<file path="config.mk">
export PLATFORM = sky130hd
export DESIGN_NAME = circ_buf_ptr_ctrl_flat
export DESIGN_NICKNAME = d
export VERILOG_FILES = /design/src/rtl/circ_buf_ptr_ctrl_pkg.sv /design/src/rtl/circ_buf_ptr_ctrl_if.sv /design/src/rtl/circ_buf_ptr_ctrl_step.sv /design/src/rtl/circ_buf_ptr_ctrl.sv /design/src/flat_wrapper.sv
export SDC_FILE = /design/constraint.sdc
export NUM_CORES = 1
export LEC_CHECK = 0
export CORE_UTILIZATION = 53
export CTS_BUF_LIST = sky130_fd_sc_hd__clkbuf_4 sky130_fd_sc_hd__clkbuf_8
export DETAILED_ROUTE_END_ITERATION = 6
export PLACE_DENSITY = 0.86
export SYNTH_ARGS = -nofsm -noshare
export SYNTH_HDL_FRONTEND = slang
export SYNTH_SLANG_ARGS = --single-unit
export TNS_END_PERCENT = 10
</file>
<file path="constraint.sdc">
create_clock -name clk -period 4.82 [get_ports clk]
set_clock_uncertainty 0.15 [all_clocks]
set_input_delay 1.205 -clock clk [delete_from_list [all_inputs] [get_ports clk]]
set_output_delay 1.205 -clock clk [all_outputs]
set_load 0.005 [all_outputs]
</file>
<file path="src/rtl/circ_buf_ptr_ctrl_pkg.sv">
// Shared definitions for the circular-buffer pointer controller:
// pointer/count width derivation and stride legality helpers.
package circ_buf_defs;

  function automatic int ptr_width(input int depth);
    return $clog2(depth);
  endfunction

  function automatic int cnt_width(input int depth);
    return $clog2(depth + 1);
  endfunction

  function automatic bit stride_legal(input int depth, input int step);
    return (step >= 1) && (step <= depth);
  endfunction

endpackage

</file>
<file path="src/rtl/circ_buf_ptr_ctrl_if.sv">
// Producer/consumer-facing bundle of the circular-buffer pointer controller.
interface circ_buf_ptr_ctrl_if
  import circ_buf_defs::*;
#(
  parameter int DEPTH = 5,
  parameter int PW    = ptr_width(DEPTH),
  parameter int CW    = cnt_width(DEPTH)
);
  // Requests are single-cycle with no ready: push/pop are accepted on the edge
  // that samples them unless full/empty is high, and refused requests are dropped
  // (recorded only in the sticky ovf/unf flags).
  logic          push;
  logic          pop;
  logic [PW-1:0] wptr;
  logic [PW-1:0] rptr;
  logic [CW-1:0] count;
  logic          full;
  logic          empty;
  logic          wwrap;
  logic          rwrap;
  logic          ovf;
  logic          unf;

  modport master (
    output push, pop,
    input  wptr, rptr, count, full, empty, wwrap, rwrap, ovf, unf
  );

  modport slave (
    input  push, pop,
    output wptr, rptr, count, full, empty, wwrap, rwrap, ovf, unf
  );
endinterface

</file>
<file path="src/rtl/circ_buf_ptr_ctrl_step.sv">
// Modular stride pointer: advances by STEP modulo DEPTH on en and pulses
// wrap for the cycle after an advance that crossed DEPTH.
module circ_ptr_step
  import circ_buf_defs::*;
#(
  parameter int DEPTH = 5,
  parameter int STEP  = 1,
  parameter int PW    = ptr_width(DEPTH)
) (
  input  logic          clk,
  input  logic          rst,
  input  logic          clr,
  input  logic          en,
  output logic [PW-1:0] ptr,
  output logic          wrap
);

  if (DEPTH < 2) begin : g_bad_depth
    $error("circ_ptr_step: DEPTH must be at least 2");
  end
  if (!stride_legal(DEPTH, STEP)) begin : g_bad_step
    $error("circ_ptr_step: STEP must lie in 1..DEPTH");
  end

  localparam logic [PW:0] STEP_W  = (PW+1)'(STEP);
  localparam logic [PW:0] DEPTH_W = (PW+1)'(DEPTH);

  logic [PW:0]   sum;
  logic          wrap_nxt;
  logic [PW-1:0] ptr_nxt;

  // STEP <= DEPTH, so one conditional subtraction restores the range.
  always_comb begin
    sum      = {1'b0, ptr} + STEP_W;
    wrap_nxt = (sum >= DEPTH_W);
    ptr_nxt  = wrap_nxt ? PW'(sum - DEPTH_W) : sum[PW-1:0];
  end

  always_ff @(posedge clk or negedge rst) begin
    if (!rst) begin
      ptr  <= '0;
      wrap <= 1'b0;
    end else if (clr) begin
      ptr  <= '0;
      wrap <= 1'b0;
    end else if (en) begin
      ptr  <= ptr_nxt;
      wrap <= wrap_nxt;
    end else begin
      wrap <= 1'b0;
    end
  end

endmodule

</file>
<file path="src/rtl/circ_buf_ptr_ctrl.sv">
// Pointer and occupancy controller for a circular buffer of any depth, with
// independent write/read strides, full/empty decode and sticky ovf/unf.
module circ_buf_ptr_ctrl
  import circ_buf_defs::*;
#(
  parameter int DEPTH = 5,
  parameter int WPAR  = 1,
  parameter int RPAR  = 1,
  parameter int PW    = ptr_width(DEPTH),
  parameter int CW    = cnt_width(DEPTH)
) (
  input  logic               clk,
  input  logic               rst,
  input  logic               clr,
  circ_buf_ptr_ctrl_if.slave bus
);

  localparam logic [CW-1:0] WSTEP   = CW'(WPAR);
  localparam logic [CW-1:0] RSTEP   = CW'(RPAR);
  localparam logic [CW-1:0] FULL_TH = CW'(DEPTH - WPAR);

  logic [CW-1:0] count_q;
  logic          full;
  logic          empty;
  logic          push_ok;
  logic          pop_ok;
  logic          ovf_q;
  logic          unf_q;
  logic [PW-1:0] wptr;
  logic [PW-1:0] rptr;
  logic          wwrap;
  logic          rwrap;

  // Both decisions see the pre-edge count: a pop never makes room for a same-cycle push.
  assign full    = (count_q > FULL_TH);
  assign empty   = (count_q < RSTEP);
  assign push_ok = bus.push & ~full;
  assign pop_ok  = bus.pop & ~empty;

  circ_ptr_step #(.DEPTH(DEPTH), .STEP(WPAR), .PW(PW)) u_wptr (
    .clk  (clk),
    .rst  (rst),
    .clr  (clr),
    .en   (push_ok),
    .ptr  (wptr),
    .wrap (wwrap)
  );

  circ_ptr_step #(.DEPTH(DEPTH), .STEP(RPAR), .PW(PW)) u_rptr (
    .clk  (clk),
    .rst  (rst),
    .clr  (clr),
    .en   (pop_ok),
    .ptr  (rptr),
    .wrap (rwrap)
  );

  always_ff @(posedge clk or negedge rst) begin
    if (!rst) begin
      count_q <= '0;
      ovf_q   <= 1'b0;
      unf_q   <= 1'b0;
    end else if (clr) begin
      count_q <= '0;
      ovf_q   <= 1'b0;
      unf_q   <= 1'b0;
    end else begin
      count_q <= count_q + (push_ok ? WSTEP : '0) - (pop_ok ? RSTEP : '0);
      ovf_q   <= ovf_q | (bus.push & full);
      unf_q   <= unf_q | (bus.pop & empty);
    end
  end

  assign bus.wptr  = wptr;
  assign bus.rptr  = rptr;
  assign bus.count = count_q;
  assign bus.full  = full;
  assign bus.empty = empty;
  assign bus.wwrap = wwrap;
  assign bus.rwrap = rwrap;
  assign bus.ovf   = ovf_q;
  assign bus.unf   = unf_q;

endmodule

</file>
<file path="src/flat_wrapper.sv">
// flat-port wrapper written by rule: the top's interface ports become plain ports
module circ_buf_ptr_ctrl_flat import circ_buf_defs::*;
#(
  parameter int DEPTH = 5,
  parameter int WPAR  = 1,
  parameter int RPAR  = 1,
  parameter int PW    = ptr_width(DEPTH),
  parameter int CW    = cnt_width(DEPTH)
)
  (clk, rst, clr, bus_push, bus_pop, bus_wptr, bus_rptr, bus_count, bus_full, bus_empty, bus_wwrap, bus_rwrap, bus_ovf, bus_unf);
  circ_buf_ptr_ctrl_if #(.DEPTH(DEPTH), .PW(PW), .CW(CW)) bus_i ();
  input  logic clk;
  input  logic rst;
  input  logic clr;
  input wire logic [$bits(bus_i.push)-1:0] bus_push;
  input wire logic [$bits(bus_i.pop)-1:0] bus_pop;
  output wire logic [$bits(bus_i.wptr)-1:0] bus_wptr;
  output wire logic [$bits(bus_i.rptr)-1:0] bus_rptr;
  output wire logic [$bits(bus_i.count)-1:0] bus_count;
  output wire logic [$bits(bus_i.full)-1:0] bus_full;
  output wire logic [$bits(bus_i.empty)-1:0] bus_empty;
  output wire logic [$bits(bus_i.wwrap)-1:0] bus_wwrap;
  output wire logic [$bits(bus_i.rwrap)-1:0] bus_rwrap;
  output wire logic [$bits(bus_i.ovf)-1:0] bus_ovf;
  output wire logic [$bits(bus_i.unf)-1:0] bus_unf;
  assign bus_i.push = bus_push;
  assign bus_i.pop = bus_pop;
  assign bus_wptr = bus_i.wptr;
  assign bus_rptr = bus_i.rptr;
  assign bus_count = bus_i.count;
  assign bus_full = bus_i.full;
  assign bus_empty = bus_i.empty;
  assign bus_wwrap = bus_i.wwrap;
  assign bus_rwrap = bus_i.rwrap;
  assign bus_ovf = bus_i.ovf;
  assign bus_unf = bus_i.unf;
  circ_buf_ptr_ctrl #(.DEPTH(DEPTH), .WPAR(WPAR), .RPAR(RPAR), .PW(PW), .CW(CW)) u_core (.clk(clk), .rst(rst), .clr(clr), .bus(bus_i));
endmodule
</file>
# Yosys cells after proc, flatten, opt, wreduce, memory -nomap -nowiden
# Index checks and enable logic that the tools add are counted.
# classes
n_addsub	6
reduce_logical	2
n_bitwise	8
n_lt_le_gt_ge	4
muxes	15
# op_table
operator	n
$mux 3	7
$add 3x1->4 const B	2
$ge 4x3->1 const B	2
$mux 1	8
$sub 3x3->3 const B	2
$and 1x1->1	4
$reduce_bool 2->1	2
$add 3x3->3	1
$gt 3x3->1 const B	1
$lt 3x1->1 const B	1
$sub 3x3->3	1
$not 1->1	2
$or 1x1->1	2
# word_totals
reg_bits	13
input_bits	5
output_inout_bits	15

# Depth between registers and ports, before layout
# logic_depth
depth_word	7
mapped_depth	10

# By module
# From an unflattened synthesis, not the netlist that was laid out.
# hier_totals
hier_cells	79
hier_area_um2	794.5
# modules_own_cells
module	area_each_um2	cells_each	seq_area_each_um2	n_inst
circ_ptr_step	242.7	25	100.1	2
circ_buf_ptr_ctrl	309.0	29	125.1	1

# Least setup slack after synthesis
# Ideal clock, no wire load.
# synth_timing
path_kind	in2reg
from	in bus_pop
to	reg u_core.count_q[2], in the netlist u_core.bus.count[2]
path_buffers	0
path_stages	7
path_slack_ns	2.424
t_arrival_ns	2.114
path_cell_list	nand2b_4 xnor2_1 ha_1 inv_1 fa_1 xnor2_1 nor2_1
# synth_via
elab_chain_len	4
# synth_rtl
item	line	text
from (decl)	flat_wrapper.sv:16	input wire logic [$bits(bus_i.pop)-1:0] bus_pop;
$and 1x1->1	circ_buf_ptr_ctrl.sv:38	assign pop_ok = bus.pop & ~empty;
$mux 1	circ_buf_ptr_ctrl.sv:68	count_q <= count_q + (push_ok ? WSTEP : '0) - (pop_ok ? RSTEP : '0);
$sub 3x3->3	circ_buf_ptr_ctrl.sv:68	
$mux 3	circ_buf_ptr_ctrl.sv:63	end else if (clr) begin
to (signal assigned)	circ_buf_ptr_ctrl.sv:68	
to (decl)	circ_buf_ptr_ctrl.sv:22	logic [CW-1:0] count_q;
# No other way between the ends.
# A chain may end at the register's enable or synchronous reset.

# Final worst setup path
# layout_timing
from	reg u_core.count_q[1], in the netlist u_core.bus.count[1]
to	out bus_empty
# layout_via
elab_chain_len	1
# layout_rtl
item	line	text
$lt 3x1->1	circ_buf_ptr_ctrl.sv:36	assign empty = (count_q < RSTEP);
to (decl)	flat_wrapper.sv:21	output wire logic [$bits(bus_i.empty)-1:0] bus_empty;
# No other way between the ends.

==> parameters.txt <==
Parameter                              Value

Status
  Result of the run ... completed

Layout
  Post-route non-filler standard cell count ... 117
  Final-stage net count ... 116
  Share of final-layout standard cells stronger than drive strength 1 ... 0.118
  Diodes inserted ... 0
  Number of filler instances in the final layout ... 99
  Layout overhead on the synthesized area ... 29.9%
  Final standard cell utilization of the core ... 0.765

Critical path
  Worst Path Class, Setup ... flip-flop to output pin
  Register-to-register setup slack ... 2.50 ns
  Highest cell delay on the worst timing path ... 0.54 ns
  Slowest-stage cell, CP ... clkdlybuf4s50_1
  Type of destination of the critical path ... output pin
  Biggest fanout along the worst timing path ... 4
  Cells along the critical path ... inv_1 -> ha_1 -> a21boi_2 -> clkdlybuf4s50_1
  Buffer and inverter count on the worst path ... 2
  Type of origin of the critical path ... flip-flop
  Crit Reg-Reg Startpoint ... u_core.bus.count[1]$_DFF_PN0_
  Kind of cell adding the most delay to the critical path ... buffers and inverters
  Reg-to-reg endpoint ... u_core.bus.count[2]$_DFF_PN0_
  Depth of the worst register-to-register path ... 10
  Worst endpoint data arrival time ... 1.77 ns
  Endpoint required time on the critical path ... 3.46 ns

Floorplan
  Number of top-level pins ... 20
  Core Box Area ... 1330 um2
  Overall die width ... 40.5 um
  Effective utilization at floorplan ... 0.589
  Height of the chip ... 40.5 um
  Die area ... 1640 um2
  Cell row count ... 13

Synth
  Ys async rst share ... 1.00
  Leading register cell type out of synthesis ... dfrtp_1
  Share of the synthesized area in the top cell type ... 0.414
  Fraction of synthesized cell area in xor and xnor cells ... 0.0446
  Post-synth EDFFs ... 0
  Cells after synthesis ... 80
  Adder-cell share of the synthesized area ... 0.137
  Synth Warn # ... 0
  Dominant combinational cell family by area after synthesis ... simple AND/OR/NAND/NOR gates
  Synth Area in Compound Gates ... 0.131
  Number of synthesized register bits ... 13
  Mean area per synthesized cell ... 9.82 um2
  Leading cell types by total area after synthesis ... dfrtp_1 41%, ha_1 11%, nor2_1 5.3%, a21oi_1 5.1%, inv_1 3.8%
  Multiplexer share of the synthesized area ... 0.0334
  Synthesized area ... 786 um2
  Post-synth top area cell ... dfrtp_1
  Number of nets in the synthesized netlist ... 93
  Distinct cell type count after synthesis ... 26
  Share of synthesized area occupied by flip-flops and latches ... 0.414
  Synthesized-area fraction occupied by and/or/nand/nor cells ... 0.193

Route
  Violation count after the first detailed-routing iteration ... 11
  Ratio of routed vias to standard cells ... 5.24
  Routed Wire Length ... 1410 um
  Remaining design rule violation count ... 0
  Pre-antenna DRT Iters ... 4
  Via count ... 613
  Post-route antenna net violation count ... 0
  Average wire per cell in the routed design ... 12.1 um

Timing
  Final Hold Viols ... 0
  Setup TNS ... 0 ns
  Crit share post-route ... 0.648
  Achievable clock frequency ... 0.320 GHz
  Setup ws final ... 1.70 ns
  Number of max-slew violations in the final report ... 0
  RSZ-0062 raised after global routing ... no
  Setup violators final ... 0
  Worst Tran Pin Value ... 0.588 ns
  Fin crit period ... 3.12 ns
  Worst slew margin relative to its limit ... 0.606

Placed design
  Final weighted congestion in routability-driven placement ... 0.812
  Worst slack, placed ... 1.76 ns
  Estimated wirelength of the detail-placed design ... 1080 um
  Cell count after placement ... 113
  Input/output buffers ... 19

Worst hold path
  Class of the most critical hold timing path ... flip-flop to flip-flop
  HP Start ... u_core.bus.ovf$_DFF_PN0_
  Min-Delay Endpoint ... u_core.bus.ovf$_DFF_PN0_
  Number of cells traversed by the worst hold path ... 2

Pwr
  Sw Ratio ... 0.345
  Internal power component ... 297 uW
  Leakage power ... 0.455 nW
  Proportion of power drawn by the clock network ... 0.157
  Post-route total power ... 453 uW
  Pwr/cell area ... 444 nW/um2
  Comb pwr share ... 0.481
  Peak supply drop ... 0.000294 V
  Relative contribution of sequential cells to total power ... 0.361
  Net switching power ... 156 uW

CTS
  Clock tree root driver cell ... clkbuf_4
  Clock buffers created by TritonCTS ... 3
  Number of setup buffers added after CTS ... 0
  CTS Sinks ... 13
  H-tree level count ... 1
  Clk Latency, worst-skew pair ... 0.27 ns
  Maximum clock path buffer count ... 2
  Count of cells resized by post-cts repair ... 0
  Clock tree from TritonCTS ... built
  Clock-pin slew on the worst setup and hold paths ... 0.07 ns
  Quantity of hold-fixing buffers added after cts ... 0

GRT
  Antenna violations before repair ... 0
  Largest net degree at the start of global routing ... 16
  Total global routing overflow ... 0
  Global-route total usage across every layer ... 0.215
  Via count of the first global-routing pass ... 531
  Wire length of the first global-routing pass ... 2200 um

Run
  Max-cap check violation count ... 0
==> sequential cells by signal, summed over array words and instances, names as in the netlist <==
register            count
u_core.bus.ovf          1
u_core.u_rptr.ptr       3
u_core.bus.count        3
u_core.u_wptr.ptr       3
u_core.u_rptr.wrap      1
u_core.u_wptr.wrap      1
u_core.bus.unf          1
==> through the flow <==
stage	cell area (um2)	hold slack, ns
after detailed placement	991	0.340
after global routing	1020	0.381
final	1020	0.356
after global placement	991	0.332
after CTS	1020	0.362
after floorplan	786	0.336
==> layer usage <==
metal	global-route usage	share of wire	routed length (um)
met5	0	0	0
met4	0.125	0.0057	8
met2	0.313	0.45	642
met1	0.299	0.51	716
met3	0.0333	0.033	46
==> worst max path at each step <==
stage                                  start                            end  slack (ns)  depth (start not counted)
2_1_floorplan                        bus_pop  u_core.bus.count[2]$_DFF_PN0_        2.42                          7
3_3_place_gp                         bus_pop  u_core.bus.count[2]$_DFF_PN0_        1.83                          8
3_5_place_dp                         bus_pop  u_core.bus.count[2]$_DFF_PN0_        1.76                          8
4_1_cts        u_core.bus.count[1]$_DFF_PN0_                      bus_empty        1.67                          4
5_1_grt        u_core.bus.count[1]$_DFF_PN0_                      bus_empty        1.60                          4
6_report       u_core.bus.count[1]$_DFF_PN0_                      bus_empty        1.70                          4
==> area by class of cell <==
type                    instances  area [um2]  area share
clock buffers                   4        30.0      0.0294
inverters                       9        33.8      0.0331
multi-input cells              57         423       0.414
flip-flops and latches         13         325       0.319
well taps                      15        18.8      0.0184
repair buffers                 19         190       0.186
==> layout by cell type, fill, tap and decap left out, drive strengths merged, types with 3 or more instances in the layout <==
cell,n
a21oi,8
clkbuf,4
clkdlybuf4s50,19
dfrtp,13
ha,7
inv,9
nand2,5
nand2b,3
nor2,11
==> logic make-up (layout without fill, tap and decap cells) <==
logic type,Yosys count,count (layout)
fa+ha+maj,8,8
flops,13,13
xor+xnor,4,4
simple gates,27,27
compound gates,16,16
mux,2,2
buf+inv,10,32
==> cell usage after synthesis (2+ instances only) <==
library cell / instances
dfrtp_1: 13
nor2_1: 11
a21oi_1: 8
inv_1: 8
ha_1: 7
nand2_1: 4
a211oi_1: 2
a31oi_1: 2
and4b_1: 2
nand2b_1: 2
nand3b_1: 2
nor4_1: 2
o21a_1: 2
xnor2_1: 2
xor2_1: 2
==> worst reg2reg max path, cell delays in order (launching register included) <==
cell and delay, ns:
dfrtp_1 0.44, inv_1 0.09, ha_1 0.21, a21boi_2 0.22
nand2b_4 0.19, xnor2_1 0.13, ha_1 0.17, inv_1 0.05
fa_1 0.37, xnor2_1 0.14, nor2_1 0.05
==> power by group through the flow <==
stage / Sequential [mW] / Clock (mW) / Combinational (mW)
floorplan: 0.162 / 0 / 0.132
global placement: 0.163 / 0 / 0.213
detailed placement: 0.166 / 0 / 0.220
CTS: 0.164 / 0.0739 / 0.221
global route: 0.168 / 0.0791 / 0.251
finish: 0.164 / 0.0713 / 0.218
(Power assumes the default switching activity.)
